===== src/rtl/seg_pkg.sv =====
// Shared constants and the frame record for the 6-digit 7-segment scan controller.
// Segment codes are active-low {dp,g,f,e,d,c,b,a}.
package seg_pkg;

   localparam int NUM_DIG = 6;

   localparam logic [7:0] SEG_0     = 8'hC0;
   localparam logic [7:0] SEG_1     = 8'hF9;
   localparam logic [7:0] SEG_2     = 8'hA4;
   localparam logic [7:0] SEG_3     = 8'hB0;
   localparam logic [7:0] SEG_4     = 8'h99;
   localparam logic [7:0] SEG_5     = 8'h92;
   localparam logic [7:0] SEG_6     = 8'h82;
   localparam logic [7:0] SEG_7     = 8'hF8;
   localparam logic [7:0] SEG_8     = 8'h80;
   localparam logic [7:0] SEG_9     = 8'h90;
   localparam logic [7:0] SEG_DASH  = 8'hBF;
   localparam logic [7:0] SEG_BLANK = 8'hFF;

   typedef struct packed {
      logic [4*NUM_DIG-1:0] bcd;
      logic [NUM_DIG-1:0]   dp;
      logic                 blank_lz;
   } frame_t;

   // Power-up frame shows a single "0" (leading zeros blanked).
   localparam frame_t FRAME_RST = '{bcd: '0, dp: '0, blank_lz: 1'b1};

endpackage


===== src/rtl/seg_decoder.sv =====
// Combinational BCD nibble to active-low segment pattern; non-decimal nibbles show a dash.
module seg_decoder
   import seg_pkg::*;
(
   input  logic [3:0] bcd,
   input  logic       dp,
   output logic [7:0] seg
);

   always_comb begin
      // NOTE: assigning a default before the case keeps this block free of inferred latches.
      seg = SEG_DASH;
      case (bcd)
         4'd0:    seg = SEG_0;
         4'd1:    seg = SEG_1;
         4'd2:    seg = SEG_2;
         4'd3:    seg = SEG_3;
         4'd4:    seg = SEG_4;
         4'd5:    seg = SEG_5;
         4'd6:    seg = SEG_6;
         4'd7:    seg = SEG_7;
         4'd8:    seg = SEG_8;
         4'd9:    seg = SEG_9;
         default: seg = SEG_DASH;
      endcase
      if (dp) seg[7] = 1'b0;
   end

endmodule


===== src/rtl/seg_scan_ctrl.sv =====
// 6-digit multiplexed 7-segment scan scheduler: double-buffered frame input,
// per-slot dead gap, PWM brightness and leading-zero blanking; outputs registered.
module seg_scan_ctrl
   import seg_pkg::*;
#(
   parameter int DIGIT_CYC = 50_000,
   parameter int DEAD_CYC  = 500
)
(
   input  logic                 clk,
   input  logic                 rst,
   input  logic                 din_valid,
   output logic                 din_ready,
   input  logic [4*NUM_DIG-1:0] din_bcd,
   input  logic [NUM_DIG-1:0]   din_dp,
   input  logic                 din_blank_lz,
   input  logic [2:0]           bright,
   output logic                 frame_done,
   output logic [NUM_DIG-1:0]   sel,
   output logic [7:0]           seg_dig
);

   localparam int SLICE = (DIGIT_CYC - DEAD_CYC) / 8;
   localparam int CNT_W = $clog2(DIGIT_CYC);
   localparam int IDX_W = $clog2(NUM_DIG);
   localparam logic [CNT_W-1:0] CNT_LAST = CNT_W'(DIGIT_CYC - 1);
   localparam logic [IDX_W-1:0] IDX_LAST = IDX_W'(NUM_DIG - 1);

   logic [CNT_W-1:0]   slot_cnt_q, slot_cnt_d;
   logic [IDX_W-1:0]   dig_idx_q, dig_idx_d;
   logic [2:0]         bright_q, bright_d;
   logic               pend_full_q, pend_full_d;
   frame_t             pend_q, pend_d;
   frame_t             act_q, act_d;
   logic [NUM_DIG-1:0] sel_q, sel_d;
   logic [7:0]         seg_q, seg_d;

   logic               frame_end;
   logic [31:0]        slot_ext, lit_end;
   logic               lit;
   logic               zero_run;
   logic [NUM_DIG-1:0] blank_mask;
   logic [3:0]         cur_nib;
   logic               cur_dp;
   logic [7:0]         dec_seg, glyph;

   // Slot/digit counters, brightness capture and the pending/active frame buffers.
   always_comb begin
      slot_cnt_d  = slot_cnt_q + 1'b1;
      dig_idx_d   = dig_idx_q;
      frame_end   = (dig_idx_q == IDX_LAST) && (slot_cnt_q == CNT_LAST);
      if (slot_cnt_q == CNT_LAST) begin
         slot_cnt_d = '0;
         dig_idx_d  = (dig_idx_q == IDX_LAST) ? '0 : dig_idx_q + 1'b1;
      end

      // Brightness is taken live in the slot's first cycle so that cycle already uses it.
      bright_d = (slot_cnt_q == '0) ? bright : bright_q;

      pend_d      = pend_q;
      pend_full_d = pend_full_q;
      act_d       = act_q;
      if (frame_end && pend_full_q) begin
         act_d       = pend_q;
         pend_full_d = 1'b0;
      end else if (din_valid && !pend_full_q) begin
         pend_d      = '{bcd: din_bcd, dp: din_dp, blank_lz: din_blank_lz};
         pend_full_d = 1'b1;
      end
   end

   // PWM window: dead gap first, then SLICE cycles per brightness step.
   always_comb begin
      slot_ext = 32'(slot_cnt_q);
      lit_end  = 32'(DEAD_CYC) + 32'(SLICE) * (32'(bright_d) + 32'd1);
      lit      = (slot_ext >= 32'(DEAD_CYC)) && (slot_ext < lit_end);
   end

   // A digit is blanked while it and every digit above it are zero; digit0 always shows.
   always_comb begin
      zero_run   = 1'b1;
      blank_mask = '0;
      for (int k = NUM_DIG - 1; k >= 1; k--) begin
         zero_run      = zero_run && (act_q.bcd[4*k +: 4] == 4'd0);
         blank_mask[k] = act_q.blank_lz && zero_run;
      end
   end

   assign cur_nib = act_q.bcd[{dig_idx_q, 2'b00} +: 4];
   assign cur_dp  = act_q.dp[dig_idx_q];

   seg_decoder u_dec (
      .bcd (cur_nib),
      .dp  (cur_dp),
      .seg (dec_seg)
   );

   always_comb begin
      glyph = blank_mask[dig_idx_q] ? {~cur_dp, 7'h7F} : dec_seg;
      sel_d = '1;
      seg_d = SEG_BLANK;
      if (lit) begin
         sel_d = ~(NUM_DIG'(1) << dig_idx_q);
         seg_d = glyph;
      end
   end

   always_ff @(posedge clk or negedge rst) begin
      if (!rst) begin
         slot_cnt_q  <= '0;
         dig_idx_q   <= '0;
         bright_q    <= '0;
         pend_full_q <= 1'b0;
         // NOTE: the pending payload is reset too, so nothing undefined can ever be swapped into view.
         pend_q      <= FRAME_RST;
         act_q       <= FRAME_RST;
         sel_q       <= '1;
         seg_q       <= SEG_BLANK;
      end else begin
         // NOTE: non-blocking updates make every flop sample the pre-edge values together.
         slot_cnt_q  <= slot_cnt_d;
         dig_idx_q   <= dig_idx_d;
         bright_q    <= bright_d;
         pend_full_q <= pend_full_d;
         pend_q      <= pend_d;
         act_q       <= act_d;
         sel_q       <= sel_d;
         seg_q       <= seg_d;
      end
   end

   assign din_ready  = ~pend_full_q;
   assign frame_done = frame_end;
   assign sel        = sel_q;
   assign seg_dig    = seg_q;

endmodule

===== config.mk =====
export PLATFORM = sky130hd
export DESIGN_NAME = seg_scan_ctrl
export DESIGN_NICKNAME = d
export VERILOG_FILES = /design/src/rtl/seg_pkg.sv /design/src/rtl/seg_decoder.sv /design/src/rtl/seg_scan_ctrl.sv
export SDC_FILE = /design/constraint.sdc
export NUM_CORES = 1
export LEC_CHECK = 0
export ABC_CLOCK_PERIOD_IN_PS = 15560
export CAP_MARGIN = 20
export CORE_ASPECT_RATIO = 0.75
export CORE_MARGIN = 5
export CORE_UTILIZATION = 60
export CTS_BUF_LIST = sky130_fd_sc_hd__clkbuf_2 sky130_fd_sc_hd__clkbuf_4 sky130_fd_sc_hd__clkbuf_8
export DETAILED_ROUTE_END_ITERATION = 6
export PLACE_DENSITY = 0.86
export SETUP_SLACK_MARGIN = 0.15
export SLEW_MARGIN = 0
export SYNTH_ARGS = -nofsm -noshare
export SYNTH_HDL_FRONTEND = slang
export SYNTH_SLANG_ARGS = --single-unit
export TNS_END_PERCENT = 1

===== constraint.sdc =====
create_clock -name clk -period 15.56 [get_ports clk]
set_input_delay 3.112 -clock clk [delete_from_list [all_inputs] [get_ports clk]]
set_output_delay 3.112 -clock clk [all_outputs]
set_load 0.02 [all_outputs]

==> flow_summary.json, run 1 <==
{
  "antenna_found_initial": 0,
  "ctsRootBufferMaster": "clkbuf_8",
  "global_route.overflow_total": 0,
  "worst-endpoint-required_ns": 15.84,
  "drive_gt1_frac": 0.232,
  "postRouteWirelength_um": 11400,
  "yosysUniqueCellTypes": 56,
  "die_width_um": 121,
  "slew_headroom": 0.398,
  "length_of_the_first_detailed_routing_pass_in_iterations": 5,
  "gp_routability_congestion": 0.886,
  "cts_max_path_buffers": 2,
  "synth.cell_area_mm2": 0.00553,
  "mostFrequentLayoutCells": "dfrtp_1 (83), mux2_2 (63), clkdlybuf4s50_1 (51)",
  "ctsHtreeMaxLevel": 3,
  "path_max_fanout": 14,
  "design.die.area_mm2": 0.0113,
  "power_density_mw_per_mm2": 79.4,
  "min_period_over_period": 0.562,
  "layout_min_cycle_time_ns": 8.75,
  "mappedNetlistNets": 549,
  "post_drt_wl_per_cell_um": 18.0,
  "grt_setup_unrepaired": "false",
  "cellInternalPower_w": 0.000371,
  "power_leakage_nw": 2.95,
  "flow.area_growth_from_synthesis_pct": 14.2,
  "endpoint_kind": "register",
  "die-height_um": 93.1,
  "finalMaxSlewViolations": 0,
  "net_load_switching_power_w": 0.000130,
  "grt_first_pass_wirelength_um": 19300,
  "core_area_mm2": 0.00901,
  "setup_violations": 0,
  "cts_num_sinks": 99,
  "num-nets-final": 604,
  "seq_area_mm2": 0.00250,
  "boundaryPins": 53,
  "postCtsSetupRepairBufs": 0,
  "initial_core_util": 0.613,
  "post_synth.cell_area_avg_um2": 12.0,
  "cts-resized-gates": 0,
  "max_cap_violations": 0,
  "timing.clock.skew_ns": 0.00752,
  "vdd.ir_drop.worst_uv": 61.9,
  "status": "complete, no violations",
  "io_buffers": 52,
  "multi_input_comb_area_mm2": 0.00283,
  "mostFrequentLayoutCell": "dfrtp_1",
  "synth-seq-cells": 99,
  "dp_slack_ns": 6.48,
  "setup-tns-final_ns": 0,
  "fp-row-count": 30,
  "timing.critical_path.arrival_ns": 9.04,
  "grt_max_degree": 65,
  "pwr-share-clk": 0.297,
  "crit_type": "input port to register",
  "edff_count_synth": 0,
  "startpoint_type": "input port",
  "fillerInstances": 651,
  "worst_pin_slew_ns": 0.901,
  "detailedPlacementHpwl_um": 8770,
  "final_antenna_net_count": 0,
  "ys_dominant_reg_cell": "dfrtp_1",
  "antenna_cells": 0,
  "total_of_warnings_raised_by_yosys": 0,
  "later_pin_clock_latency_in_the_skew_report_ns": 0.37,
  "min_delay_path_class": "register to register",
  "number_of_global_route_vias_before_repair": 3849,
  "cts_bufs_inserted": 9,
  "detailroute.via_count": 3777,
  "drc_errors": 0,
  "cts_tree": "yes",
  "globalRouteTotalUtil": 0.217,
  "worst_setup_hold_path_clk_slew_ns": 0.09,
  "postSynthCellCount": 462,
  "cts_hold_buffers": 0,
  "hold_viol_final": 0,
  "combinationalPowerShare": 0.159,
  "achievable-frequency_ghz": 0.114,
  "synth_seq_area_share": 0.452,
  "reg_power_frac": 0.545,
  "viasPerCell": 5.96,
  "first_iter_violations": 309,
  "sw_ratio": 0.260,
  "postSynth.asyncResetShare": 1.00,
  "post-route-worst-setup-slack_ns": 6.81
}
==> flip-flops by register name (all words and copies together) (netlist names) <==
signal       cells
seg_dig          8
dig_idx_q        3
bright_q         3
pend_q          31
act_q           31
sel              6
pend_full_q      1
slot_cnt_q      16
==> worst paths after layout <==
path / from / to / slack [ns] / cells past startpoint
worst max-delay path: bright[0] / seg_dig[0] / 6.81 / 25
worst min-delay path: pend_q[8] / act_q[8] / 0.51 / 1
worst max register to register: slot_cnt_q[0] / seg_dig[0] / 8.47 / 29
worst min register to register: pend_q[8] / act_q[8] / 0.51 / 1
max in group asynchronous: rst / slot_cnt_q[5] / 11.73 / 2
min in group asynchronous: rst / pend_q[22] / 2.68 / 1
==> cell usage after synthesis (2+ instances only) <==
library cell | count | area share
o211ai_1 | 2 | 0.0027
o21ai_0 | 12 | 0.011
nor4_1 | 5 | 0.0057
fa_1 | 4 | 0.014
nand3_1 | 13 | 0.012
or3_1 | 3 | 0.0034
xor2_1 | 11 | 0.017
o2111ai_1 | 2 | 0.0032
o21a_1 | 2 | 0.0027
and3_1 | 2 | 0.0023
mux2_2 | 63 | 0.13
nor2_1 | 19 | 0.013
a21o_1 | 6 | 0.0081
a21oi_1 | 20 | 0.018
nand2b_1 | 3 | 0.0034
nor4_4 | 2 | 0.0077
nand2_1 | 21 | 0.014
nand4_1 | 4 | 0.0045
a211oi_1 | 3 | 0.0041
xnor2_1 | 13 | 0.021
mux4_2 | 5 | 0.020
or3b_1 | 3 | 0.0048
dfrtp_1 | 83 | 0.38
buf_6 | 5 | 0.010
o21bai_1 | 2 | 0.0027
mux2i_1 | 9 | 0.016
or3b_2 | 2 | 0.0032
ha_1 | 46 | 0.10
nor3_1 | 4 | 0.0036
inv_1 | 31 | 0.021
nor2b_1 | 8 | 0.0091
and2_1 | 2 | 0.0023
mux2_1 | 5 | 0.010
nand2_2 | 2 | 0.0023
dfstp_2 | 16 | 0.076
a31oi_1 | 2 | 0.0023
clkbuf_1 | 7 | 0.0048
or4_4 | 2 | 0.0041
==> final cells by class <==
| cell class | instances | area share |
|---|---|---|
| clock buffers | 12 | 0.0232 |
| clock inverters | 4 | 0.00456 |
| inverters | 32 | 0.0190 |
| multi-input cells | 319 | 0.448 |
| flip-flops and latches | 99 | 0.396 |
| well taps | 112 | 0.0222 |
| repair buffers | 56 | 0.0869 |
==> power by group through the flow <==
stage | sequential, W | clock (W) | combinational, W
after floorplan | 0.000275 | 0 | 0.0000520
after global placement | 0.000277 | 0 | 0.0000752
after detailed placement | 0.000278 | 0 | 0.0000787
after CTS | 0.000273 | 0.000153 | 0.0000798
after global routing | 0.000274 | 0.000164 | 0.0000896
final | 0.000273 | 0.000149 | 0.0000796
==> layer usage <==
layer	share of wire	wire length, µm	up-vias	GRT usage
met2	0.45	5140	143	0.331
li1	-	-	1753	-
met3	0.084	958	23	0.0568
met5	0	0	-	0
met1	0.45	5120	1858	0.309
met4	0.017	193	0	0.0623
==> stage by stage <==
| step | area (µm²) | utilization | hold slack, ns | std cells | total power, W |
|---|---|---|---|---|---|
| final | 6310 | 0.700 | 0.508 | 634 | 0.000501 |
| after global routing | 6310 | 0.700 | 0.527 | 634 | 0.000528 |
| after CTS | 6300 | 0.700 | 0.512 | 633 | 0.000506 |
| after detailed placement | 6130 | 0.680 | 0.480 | 617 | 0.000357 |
| after global placement | 6130 | 0.680 | 0.483 | 617 | 0.000352 |
| after floorplan | 5530 | - | 0.460 | 462 | 0.000327 |
==> cells by family (layout without fill, tap and decap cells) <==
family	count (synthesis)	in the layout	share of synthesized area
AO/OA/AOI/OAI	59	59	0.0688
XOR/XNOR	24	24	0.0380
adder cells (fa/ha/maj)	50	50	0.119
buffers and inverters	44	104	0.0367
flip-flops	99	99	0.452
multiplexers	82	82	0.175
AND/OR/NAND/NOR	104	104	0.111
==> worst max-delay path: stages <==
cell,delay (ns)
clkdlybuf4s50_1,0.52
mux2i_1,0.24
inv_1,0.17
ha_1,0.24
xor2_1,0.72
ha_1,0.28
inv_1,0.05
ha_1,0.21
nor3_1,0.17
mux2_2,0.18
a221oi_2,0.05
xnor2_1,0.15
ha_1,0.33
nor2b_1,0.14
o21a_1,0.17
o21ai_0,0.15
nand2b_1,0.08
a21oi_1,0.20
xnor2_1,0.11
ha_1,0.19
a21o_1,0.15
a211oi_1,0.28
o311ai_1,0.17
a21oi_2,0.47
or3b_2,0.50
Power figures use the tool's default switching activity.
==> run 2: changes to the inputs <==
ABC_CLOCK_PERIOD_IN_PS = 7700   (was 15560)
CORE_UTILIZATION = 54   (was 60)
PLACE_DENSITY = 0.82   (was 0.86)
clock period = 7.7 ns   (was 15.56 ns; I/O delays follow)
==> run 2 against run 1 <==
  * Worst setup slack got worse by 6.1 ns
  * Final area grew 0.65%
  * Clock power is 110% higher
  * Register-to-register slack worse by 7.7 ns
  * Total power up 100%
  * Via count fell by 1.9%
  * First-iteration DRC count is 0.97% lower
  * Non-clock buffer count unchanged
  * Highest routed layer unchanged
==> flow_summary.json, run 2 (synthesis results as in run 1) <==
{
  "combinationalPowerShare": 0.157,
  "mostFrequentLayoutCells": "dfrtp_1 (83), mux2_2 (63), clkdlybuf4s50_1 (51)",
  "route.met2.wl_um": 4840,
  "num-nets-final": 604,
  "vdd.ir_drop.worst_uv": 114,
  "postCtsSetupRepairBufs": 0,
  "startpoint_type": "input port",
  "ctsHtreeMaxLevel": 3,
  "net_load_switching_power_w": 0.000272,
  "die_width_um": 127,
  "detailedPlacementHpwl_um": 8400,
  "max_cap_violations": 0,
  "slew_headroom": 0.456,
  "antenna_found_initial": 0,
  "endpoint_kind": "register",
  "worst_setup_hold_path_clk_slew_ns": 0.09,
  "setup.reg_to_reg.worst_slack_ns": 0.75,
  "detailroute.via_count": 3704,
  "first_iter_violations": 306,
  "grt_max_degree": 52,
  "achievable-frequency_ghz": 0.143,
  "r2r_start": "slot_cnt_q[0]",
  "cellInternalPower_w": 0.000745,
  "wl_met1_um": 5160,
  "crit_type": "input port to register",
  "length_of_the_first_detailed_routing_pass_in_iterations": 6,
  "status": "complete, no violations",
  "antenna_cells": 0,
  "critPathBufInv": 3,
  "core_area_mm2": 0.0101,
  "worst-endpoint-required_ns": 7.98,
  "layout_min_cycle_time_ns": 6.97,
  "reg_power_frac": 0.542,
  "drc_errors": 0,
  "placement.cell_area_mm2": 0.00616,
  "viasPerCell": 5.63,
  "worst_pin_slew_ns": 0.810,
  "globalRouteTotalUtil": 0.184,
  "cts_tree": "yes",
  "crit_slowest_cell": "clkdlybuf4s50_1",
  "hold_depth": 1,
  "worst_hold_path.endpoint": "act_q[30]",
  "min_period_over_period": 0.906,
  "pwr-share-clk": 0.300,
  "timing.critical_path.arrival_ns": 7.25,
  "mostFrequentLayoutCell": "dfrtp_1",
  "grt_setup_unrepaired": "false",
  "reg2reg_to": "seg_dig[3]",
  "path_max_fanout": 14,
  "cts_hold_buffers": 0,
  "later_pin_clock_latency_in_the_skew_report_ns": 0.36,
  "cts_bufs_inserted": 9,
  "boundaryPins": 53,
  "power_density_mw_per_mm2": 160,
  "gp_routability_congestion": 0.907,
  "number_of_global_route_vias_before_repair": 3672,
  "design.die.area_mm2": 0.0124,
  "post_drt_wl_per_cell_um": 16.5,
  "cp_top_family": "compound AO/OA/AOI/OAI gates",
  "crit_path_cell_chain": "clkdlybuf4s50_1 > mux2i_1 > inv_1 > ha_1 > xor2_2 > ha_1 > inv_1 > ha_1 > nor3_1 > mux2_2 > a221oi_2 > xnor2_1 > ha_1 > nor2b_1 > o21a_1 > nor2_1 > xor2_1 > ha_1 > a21o_1 > a21o_1 > a211oi_1 > o311ai_1 > a21oi_2 > or3b_2",
  "final_antenna_net_count": 0,
  "io_buffers": 52,
  "grt_first_pass_wirelength_um": 18500,
  "timing.critical_path.mode_cell": "ha_1",
  "power_leakage_nw": 2.95,
  "setup_violations": 0,
  "finalMaxSlewViolations": 0,
  "drive_gt1_frac": 0.234,
  "route.met3.wl_um": 729,
  "cts_max_path_buffers": 2,
  "highest-signal-layer": "met4",
  "fin_util": 0.627,
  "initial_core_util": 0.546,
  "post-route-cell-area_mm2": 0.00635,
  "global_route.overflow_total": 0,
  "worstRegToRegCells": 28,
  "ctsRootBufferMaster": "clkbuf_8",
  "setup-tns-final_ns": 0,
  "total_power_w": 0.00102,
  "fp-row-count": 32,
  "hold-worst-slack_ns": 0.506,
  "min-delay-start": "pend_q[30]",
  "flow.area_growth_from_synthesis_pct": 14.9,
  "timing.clock.skew_ns": 0.0127,
  "hold_viol_final": 0,
  "max_stage_delay_ns": 0.52,
  "postRouteWirelength_um": 10800,
  "die-height_um": 97.6,
  "cts_num_sinks": 99,
  "min_delay_path_class": "register to register",
  "largest_registers": "act_q: 31 flops, pend_q: 31 flops, slot_cnt_q: 16 flops",
  "sw_ratio": 0.267
}
==> run 2: changes by cell type in the layout (fill, tap and decap cells not counted), sizes merged <==
cell	before	now
inv	32	34
clkinvlp	2	1
clkinv	2	3
clkbuf	12	10
==> run 2: per-stage QoR <==
step | setup slack, ns | std cells
after global placement | 0.445 | 642
after CTS | 0.572 | 658
final | 0.725 | 658
after detailed placement | 0.199 | 642
after global routing | 0.319 | 658
after floorplan | 1.49 | 462
==> run 2: timing repair <==
action                     in CTS  in global routing
setup endpoints to repair       0                  2
hold endpoints to repair        0                  0
gates resized for setup         0                  1
==> run 2: power by group through the flow <==
stage	registers, W	clock network (W)	logic (W)
3_3_place_gp	0.000560	0	0.000153
5_1_grt	0.000554	0.000338	0.000181
4_1_cts	0.000552	0.000313	0.000162
6_report	0.000552	0.000306	0.000160
3_5_place_dp	0.000562	0	0.000160
2_1_floorplan	0.000556	0	0.000105
==> run 2: metal layers <==
layer | global-route usage | vias to the layer above
met5 | 0 | -
met4 | 0.0486 | 0
met3 | 0.0495 | 10
met1 | 0.272 | 1836
li1 | - | 1744
met2 | 0.269 | 114
==> run 2: worst reg2reg max path, delay by kind of cell, from the launching register on <==
kind                       cells  cell delay (ns)
AOI/OAI and AO/OA              7             1.49
DFF                            1             0.48
xor gates and xnor gates       3             0.77
buffers and inverters          3             0.29
muxes                          2             0.47
adders and majority gates      6             1.45
and+or+nand+nor                7             1.94
==> run 2: cell type report <==
class / instances / area (µm²)
inverter: 32 / 120
sequential: 99 / 2500
tap: 136 / 170
fill: 774 / 3780
clock inverter: 6 / 47.5
timing repair buffer: 56 / 548
clock buffer: 10 / 131
multi-input combinational: 319 / 2840
==> run 2: worst max-delay path by stage <==
stage | from | end | slack [ns] | depth (start not counted)
floorplan | bright[0] | seg_dig[5] | 1.49 | 24
global placement | bright[0] | seg_dig[3] | 0.44 | 24
detailed placement | bright[0] | seg_dig[3] | 0.20 | 24
CTS | bright[0] | seg_dig[3] | 0.57 | 24
global route | slot_cnt_q[0] | seg_dig[3] | 0.32 | 29
finish | bright[0] | seg_dig[3] | 0.73 | 24
==> run 3: changes to the inputs <==
TNS_END_PERCENT = unset   (was 1)
==> results of run 3 <==
The final DEF is identical to that of run 2; final timing and power are the same.
